## src/rtl/rcu_pkg.sv

```systemverilog
// rcu_pkg: run-control state encodings and breakpoint index width helper
package rcu_pkg;
    typedef enum logic [1:0] {HALT = 2'd0, RUN = 2'd1, STEP = 2'd2, BP_HALT = 2'd3} state_t;
    function automatic int bp_idx_w(input int n);
        return (n > 1) ? $clog2(n) : 1;
    endfunction
endpackage

```

## src/rtl/run_control_unit_btn_debounce.sv

```systemverilog
// btn_debounce: 2-flop synchroniser, stable-level debouncer and one-cycle press pulse
module btn_debounce #(
    parameter int CYCLES = 16
) (
    input  logic i_clk,
    input  logic i_rst,
    input  logic i_btn,
    output logic o_pulse
);
    localparam int CW = $clog2(CYCLES);
    logic [1:0]    sync;
    logic          level;
    logic [CW-1:0] cnt;
    logic          done;
    // a new level is accepted on the CYCLES-th consecutive differing sample
    assign done = (sync[1] != level) && (cnt == CW'(CYCLES - 1));
    always_ff @(posedge i_clk or negedge i_rst) begin
        if (!i_rst) begin
            sync    <= '0;
            level   <= 1'b0;
            cnt     <= '0;
            o_pulse <= 1'b0;
        end else begin
            sync    <= {sync[0], i_btn};
            cnt     <= (sync[1] == level || done) ? '0 : cnt + 1'b1;
            level   <= done ? sync[1] : level;
            o_pulse <= done && sync[1];
        end
    end
endmodule

```

## src/rtl/run_control_unit.sv

```systemverilog
// run_control_unit: pipeline clock enable with debounced run/step buttons,
// N-step mode, PC breakpoints with resume-skip and an enabled-cycle counter
module run_control_unit import rcu_pkg::*; #(
    parameter int PC_W            = 64,
    parameter int NUM_BP          = 4,
    parameter int STEP_W          = 16,
    parameter int DEBOUNCE_CYCLES = 16,
    parameter int CYC_W           = 32,
    localparam int IW             = bp_idx_w(NUM_BP)
) (
    input  logic              i_clk,
    input  logic              i_rst,
    input  logic              i_btn_run,
    input  logic              i_btn_step,
    input  logic              i_mode_step_n,
    input  logic [STEP_W-1:0] i_step_count,
    input  logic              i_bp_wr_en,
    input  logic [IW-1:0]     i_bp_idx,
    input  logic [PC_W-1:0]   i_bp_addr,
    input  logic              i_bp_valid,
    input  logic [PC_W-1:0]   i_pc_f,
    output logic              o_clk_en,
    output logic [1:0]        o_state,
    output logic              o_bp_hit,
    output logic [IW-1:0]     o_bp_hit_idx,
    output logic [STEP_W-1:0] o_steps_left,
    output logic [CYC_W-1:0]  o_cycle_cnt
);
    state_t            state_q, state_d;
    logic [STEP_W-1:0] steps_q, steps_d, load;
    logic [IW-1:0]     hit_q, hit_d, match_idx;
    logic              skip_q, skip_d, any_match, bp_match, run_p, step_p;
    logic [CYC_W-1:0]  cyc_q;
    logic [PC_W-1:0]   bp_addr [NUM_BP];
    logic [NUM_BP-1:0] bp_vld;

    btn_debounce #(.CYCLES(DEBOUNCE_CYCLES)) u_run  (.i_clk(i_clk), .i_rst(i_rst), .i_btn(i_btn_run),  .o_pulse(run_p));
    btn_debounce #(.CYCLES(DEBOUNCE_CYCLES)) u_step (.i_clk(i_clk), .i_rst(i_rst), .i_btn(i_btn_step), .o_pulse(step_p));

    // out-of-range indices simply match no entry
    always_ff @(posedge i_clk) begin
        for (int i = 0; i < NUM_BP; i++)
            if (i_bp_wr_en && i_bp_idx == IW'(i)) bp_addr[i] <= i_bp_addr;
    end

    always_ff @(posedge i_clk or negedge i_rst) begin
        if (!i_rst) bp_vld <= '0;
        else
            for (int i = 0; i < NUM_BP; i++)
                if (i_bp_wr_en && i_bp_idx == IW'(i)) bp_vld[i] <= i_bp_valid;
    end

    always_comb begin
        any_match = 1'b0;
        match_idx = '0;
        for (int i = NUM_BP - 1; i >= 0; i--)
            if (bp_vld[i] && bp_addr[i] == i_pc_f) begin
                any_match = 1'b1;
                match_idx = IW'(i);
            end
    end

    assign bp_match = any_match && !skip_q;
    assign o_clk_en = (state_q == RUN || state_q == STEP) && !bp_match;
    assign load     = (i_mode_step_n && i_step_count != '0) ? i_step_count : STEP_W'(1);

    always_comb begin
        state_d = state_q;
        steps_d = steps_q;
        hit_d   = hit_q;
        skip_d  = o_clk_en ? 1'b0 : skip_q;
        case (state_q)
            HALT, BP_HALT: begin
                if (run_p) begin
                    state_d = RUN;
                    skip_d  = skip_q || state_q == BP_HALT;
                end else if (step_p) begin
                    state_d = STEP;
                    steps_d = load;
                    skip_d  = skip_q || state_q == BP_HALT;
                end
            end
            RUN: begin
                if (run_p) state_d = HALT;
                else if (bp_match) begin
                    state_d = BP_HALT;
                    hit_d   = match_idx;
                end
            end
            STEP: begin
                if (run_p) begin
                    state_d = HALT;
                    steps_d = '0;
                end else if (bp_match) begin
                    state_d = BP_HALT;
                    hit_d   = match_idx;
                end else begin
                    steps_d = steps_q - 1'b1;
                    state_d = (steps_q == STEP_W'(1)) ? HALT : STEP;
                end
            end
            default: state_d = HALT;
        endcase
    end

    always_ff @(posedge i_clk or negedge i_rst) begin
        if (!i_rst) begin
            state_q <= HALT;
            steps_q <= '0;
            hit_q   <= '0;
            skip_q  <= 1'b0;
            cyc_q   <= '0;
        end else begin
            state_q <= state_d;
            steps_q <= steps_d;
            hit_q   <= hit_d;
            skip_q  <= skip_d;
            cyc_q   <= cyc_q + CYC_W'(o_clk_en);
        end
    end

    assign o_state      = state_q;
    assign o_bp_hit     = state_q == BP_HALT;
    assign o_bp_hit_idx = hit_q;
    assign o_steps_left = steps_q;
    assign o_cycle_cnt  = cyc_q;
endmodule

```

## config.mk

```make
export PLATFORM = sky130hd
export DESIGN_NAME = run_control_unit
export DESIGN_NICKNAME = d
export VERILOG_FILES = /design/src/rtl/rcu_pkg.sv /design/src/rtl/run_control_unit_btn_debounce.sv /design/src/rtl/run_control_unit.sv
export SDC_FILE = /design/constraint.sdc
export NUM_CORES = 1
export LEC_CHECK = 0
export CORE_MARGIN = 2
export CORE_UTILIZATION = 45
export DETAILED_ROUTE_END_ITERATION = 10
export GPL_TIMING_DRIVEN = 0
export HOLD_SLACK_MARGIN = 0.05
export PLACE_DENSITY = 0.67
export SLEW_MARGIN = 20
export SYNTH_ARGS = -nofsm -noshare
export SYNTH_HDL_FRONTEND = slang
export SYNTH_SLANG_ARGS = --single-unit
```

## constraint.sdc

```tcl
create_clock -name i_clk -period 6.6 [get_ports i_clk]
set_clock_uncertainty 0.15 [all_clocks]
set_input_delay 1.32 -clock i_clk [delete_from_list [all_inputs] [get_ports i_clk]]
set_output_delay 1.32 -clock i_clk [all_outputs]
set_load 0.01 [all_outputs]
```

==> flow_summary.json <==
{
  "status": "finished clean",
  "fp.dieH_um": 190.3,
  "crit_chain": "clkdlybuf4s50_1, xnor2_1, nand2_1, or3b_2, nor4_1, a22oi_1, a21oi_2, nor2_1, clkdlybuf4s50_1",
  "netlist_area_sq_mm": 0.01561,
  "period_share_pct": 97.61,
  "synth_edf_count": 256,
  "dp_hpwl_um": 38100,
  "synth.distinct_cells": 68,
  "startpoint_type": "primary input",
  "rows": 68,
  "min_period_ns": 6.442,
  "grt_pass1_vias": 10970,
  "place_congestion": 0.9361,
  "hold_viol": 0,
  "drt-wirelength-per-cell_um": 24.67,
  "async_flop_share_pct": 22.19,
  "synth_ff_type": "edfxtp_1",
  "synth_nets": 1391,
  "min_path_cells": 0,
  "ys_seq_area_share_pct": 60.93,
  "p_leak_uw": 0.006840,
  "critPathArrivalTime_ns": 4.97,
  "ctsHtreeMaxLevel": 2,
  "hold_buffers": 0,
  "final_area_sq_mm": 0.01953,
  "critPathKind": "in2out",
  "clk_path_buf_depth": 3,
  "layout.nets": 1630,
  "numCtsBuffers": 37,
  "fp.coreArea_sq_mm": 0.03437,
  "first_pass_iters": 5,
  "hold_end": "u_run.sync[1]",
  "finalSetupViolCount": 0,
  "end_kind": "output port",
  "die_x_um": 190.3,
  "holdWs_ns": 0.2013,
  "grt_pass1_wl_um": 69970,
  "min_path_type": "reg2reg",
  "power_uw": 5664,
  "grt_max_degree": 44,
  "post-route-util_pct": 56.83,
  "cpMostUsedCell": "clkdlybuf4s50_1",
  "ys_seq_elements": 329,
  "start_util_pct": 45.42,
  "drive_above_1_share_pct": 6.689,
  "tightest_slew_ns": 1.182,
  "r2r_cells": 15,
  "place_area_sq_mm": 0.01831,
  "clk_latency_ns": 0.53,
  "grt_util_all_layers_pct": 26.63,
  "syn_to_final_growth_pct": 25.11,
  "grt_overflow": 0,
  "maxCapViolCount": 0,
  "routed_wl_um": 48110,
  "final_cell_mix": "edfxtp_1, clkdlybuf4s50_1, xor2_1, nor2b_1, nor4_1",
  "ant_nets": 0,
  "antenna_cells": 0,
  "syn_area_per_cell_sq_um": 12.71,
  "min_from": "u_run.sync[0]",
  "cpMaxStageDelayCell": "nor4_1",
  "critPathMaxStageDelay_ns": 0.60,
  "tritoncts": "yes",
  "ir_drop_mv": 0.1726,
  "slew_headroom_pct": 20.48,
  "drc": 0,
  "syn_inst": 1228,
  "r2r_start": "bp_addr[2][18]",
  "synth_area_leader_cell": "edfxtp_1",
  "synthTopCellsByArea": "edfxtp_1, dfrtp_1, xor2_1",
  "cts_sinks": 329,
  "yosysTopAreaCellShare_pct": 49.23,
  "die_area_sq_mm": 0.03620,
  "r2r_end": "o_cycle_cnt[29]",
  "port_buffers": 189,
  "r2r_setup_slack_ns": 2.12,
  "mostFrequentLayoutCell": "edfxtp_1",
  "via_per_inst": 5.699,
  "power_density_mw_per_mm2": 290.0,
  "first_iter_violations": 905,
  "finalMaxSlewViolations": 0,
  "yosys_warnings": 0,
  "ios": 207,
  "critPathMaxFanout": 9,
  "clk_pin_slew_ns": 0.06,
  "cts_root_buf": "clkbuf_16",
  "rsz0062_at_grt": "no",
  "vias": 11110,
  "grt_antenna_before_repair": 0,
  "required_ns": 5.13,
  "max_freq_mhz": 155.2
}
-- kinds of logic (layout without fill, tap and decap cells) --
family,Yosys count,count (layout),share of synthesized area [%]
AOI/OAI and AO/OA,93,93,4.672
xor gates and xnor gates,226,226,12.68
adders and majority gates,10,10,0.8013
buffers and inverters,61,328,1.603
DFF,329,329,60.93
muxes,9,9,0.6411
and+or+nand+nor,500,500,18.67
-- flip-flops by register name, indices dropped and copies added, names as in the netlist --
signal / flops
u_step.sync: 2
o_state: 2
u_step.o_pulse: 1
u_run.cnt: 4
u_step.level: 1
u_step.cnt: 4
skip_q: 1
o_cycle_cnt: 32
u_run.o_pulse: 1
bp_addr: 256
u_run.level: 1
bp_vld: 4
o_bp_hit_idx: 2
o_steps_left: 16
u_run.sync: 2
-- worst max-delay path, delay by kind of cell --
family          cells  cell delay, ns
compound gates      2            0.75
xor+xnor            1            0.51
buf+inv             2            1.06
simple gates        4            1.32
-- per-stage QoR --
step                      setup TNS, ns  cells  worst slack, ns
after floorplan                       0   1228            1.716
after global placement           -69.80   1872           -1.007
after detailed placement       -0.04399   1883         -0.04399
after CTS                             0   1950           0.1990
after global routing                  0   1950          0.08546
final                                 0   1950           0.1576
-- area by class of cell --
type                       instances  area [sq um]
timing repair buffer             200          2100
clock inverter                    16         138.9
fill                            2857         14840
clock buffer                      51          1081
inverter                          35         131.4
sequential                       329          9514
tap                              455         569.3
buffer                            26         118.9
multi-input combinational        838          5881
-- repair_timing --
action / CTS / global route
buffers inserted: 0 / 0
setup endpoints to repair: 1 / 0
resized for setup: 1 / 0
-- routing by layer --
layer	share of wire, %	global-route usage, %	vias to the layer above
met3	7.3	4.417	82
met5	0	0	-
met2	48	44.75	523
li1	-	-	5062
met4	3.6	9.243	0
met1	41	35.08	5446
-- power by group --
group	total, uW	internal [uW]	switching, uW	leakage [uW]
clock network	2060	1230	835	0.000595
logic	1070	482	591	0.00294
registers	2530	2400	127	0.00331
total	5660	4110	1550	0.00684
-- how the worst max path moves through the flow --
stage | startpoint | to | slack (ns) | cells after the start
after floorplan | i_bp_wr_en | bp_vld[1] | 1.72 | 3
after global placement | i_bp_idx[0] | bp_vld[1] | -1.01 | 4
after detailed placement | i_pc_f[10] | o_clk_en | -0.04 | 9
after CTS | i_pc_f[38] | o_clk_en | 0.20 | 9
after global routing | i_pc_f[18] | o_clk_en | 0.09 | 9
final | i_pc_f[18] | o_clk_en | 0.16 | 9
-- synthesized netlist by cell type (4+ instances only) --
| master | instances |
|---|---|
| clkbuf_1 | 20 |
| mux2_2 | 7 |
| a2111oi_0 | 16 |
| or4_1 | 15 |
| and4_1 | 5 |
| o221ai_1 | 7 |
| nand4b_1 | 5 |
| nor2_1 | 50 |
| o2111ai_1 | 5 |
| a2bb2oi_1 | 7 |
| xor2_1 | 145 |
| inv_1 | 35 |
| nor4_1 | 86 |
| or4b_2 | 4 |
| nand2_1 | 59 |
| nand3_1 | 32 |
| ha_1 | 10 |
| o21ai_0 | 13 |
| nor4b_1 | 9 |
| a21oi_1 | 9 |
| xnor2_1 | 81 |
| and3_1 | 12 |
| and2_1 | 5 |
| nor3_1 | 21 |
| dfrtp_1 | 73 |
| nor2b_1 | 105 |
| o22ai_1 | 6 |
| edfxtp_1 | 256 |
| nand2b_1 | 28 |
| nor3b_1 | 6 |
| or2_2 | 4 |
| nand4_1 | 42 |
| a22oi_1 | 4 |
Note: power is estimated with default switching activity, not from simulation.
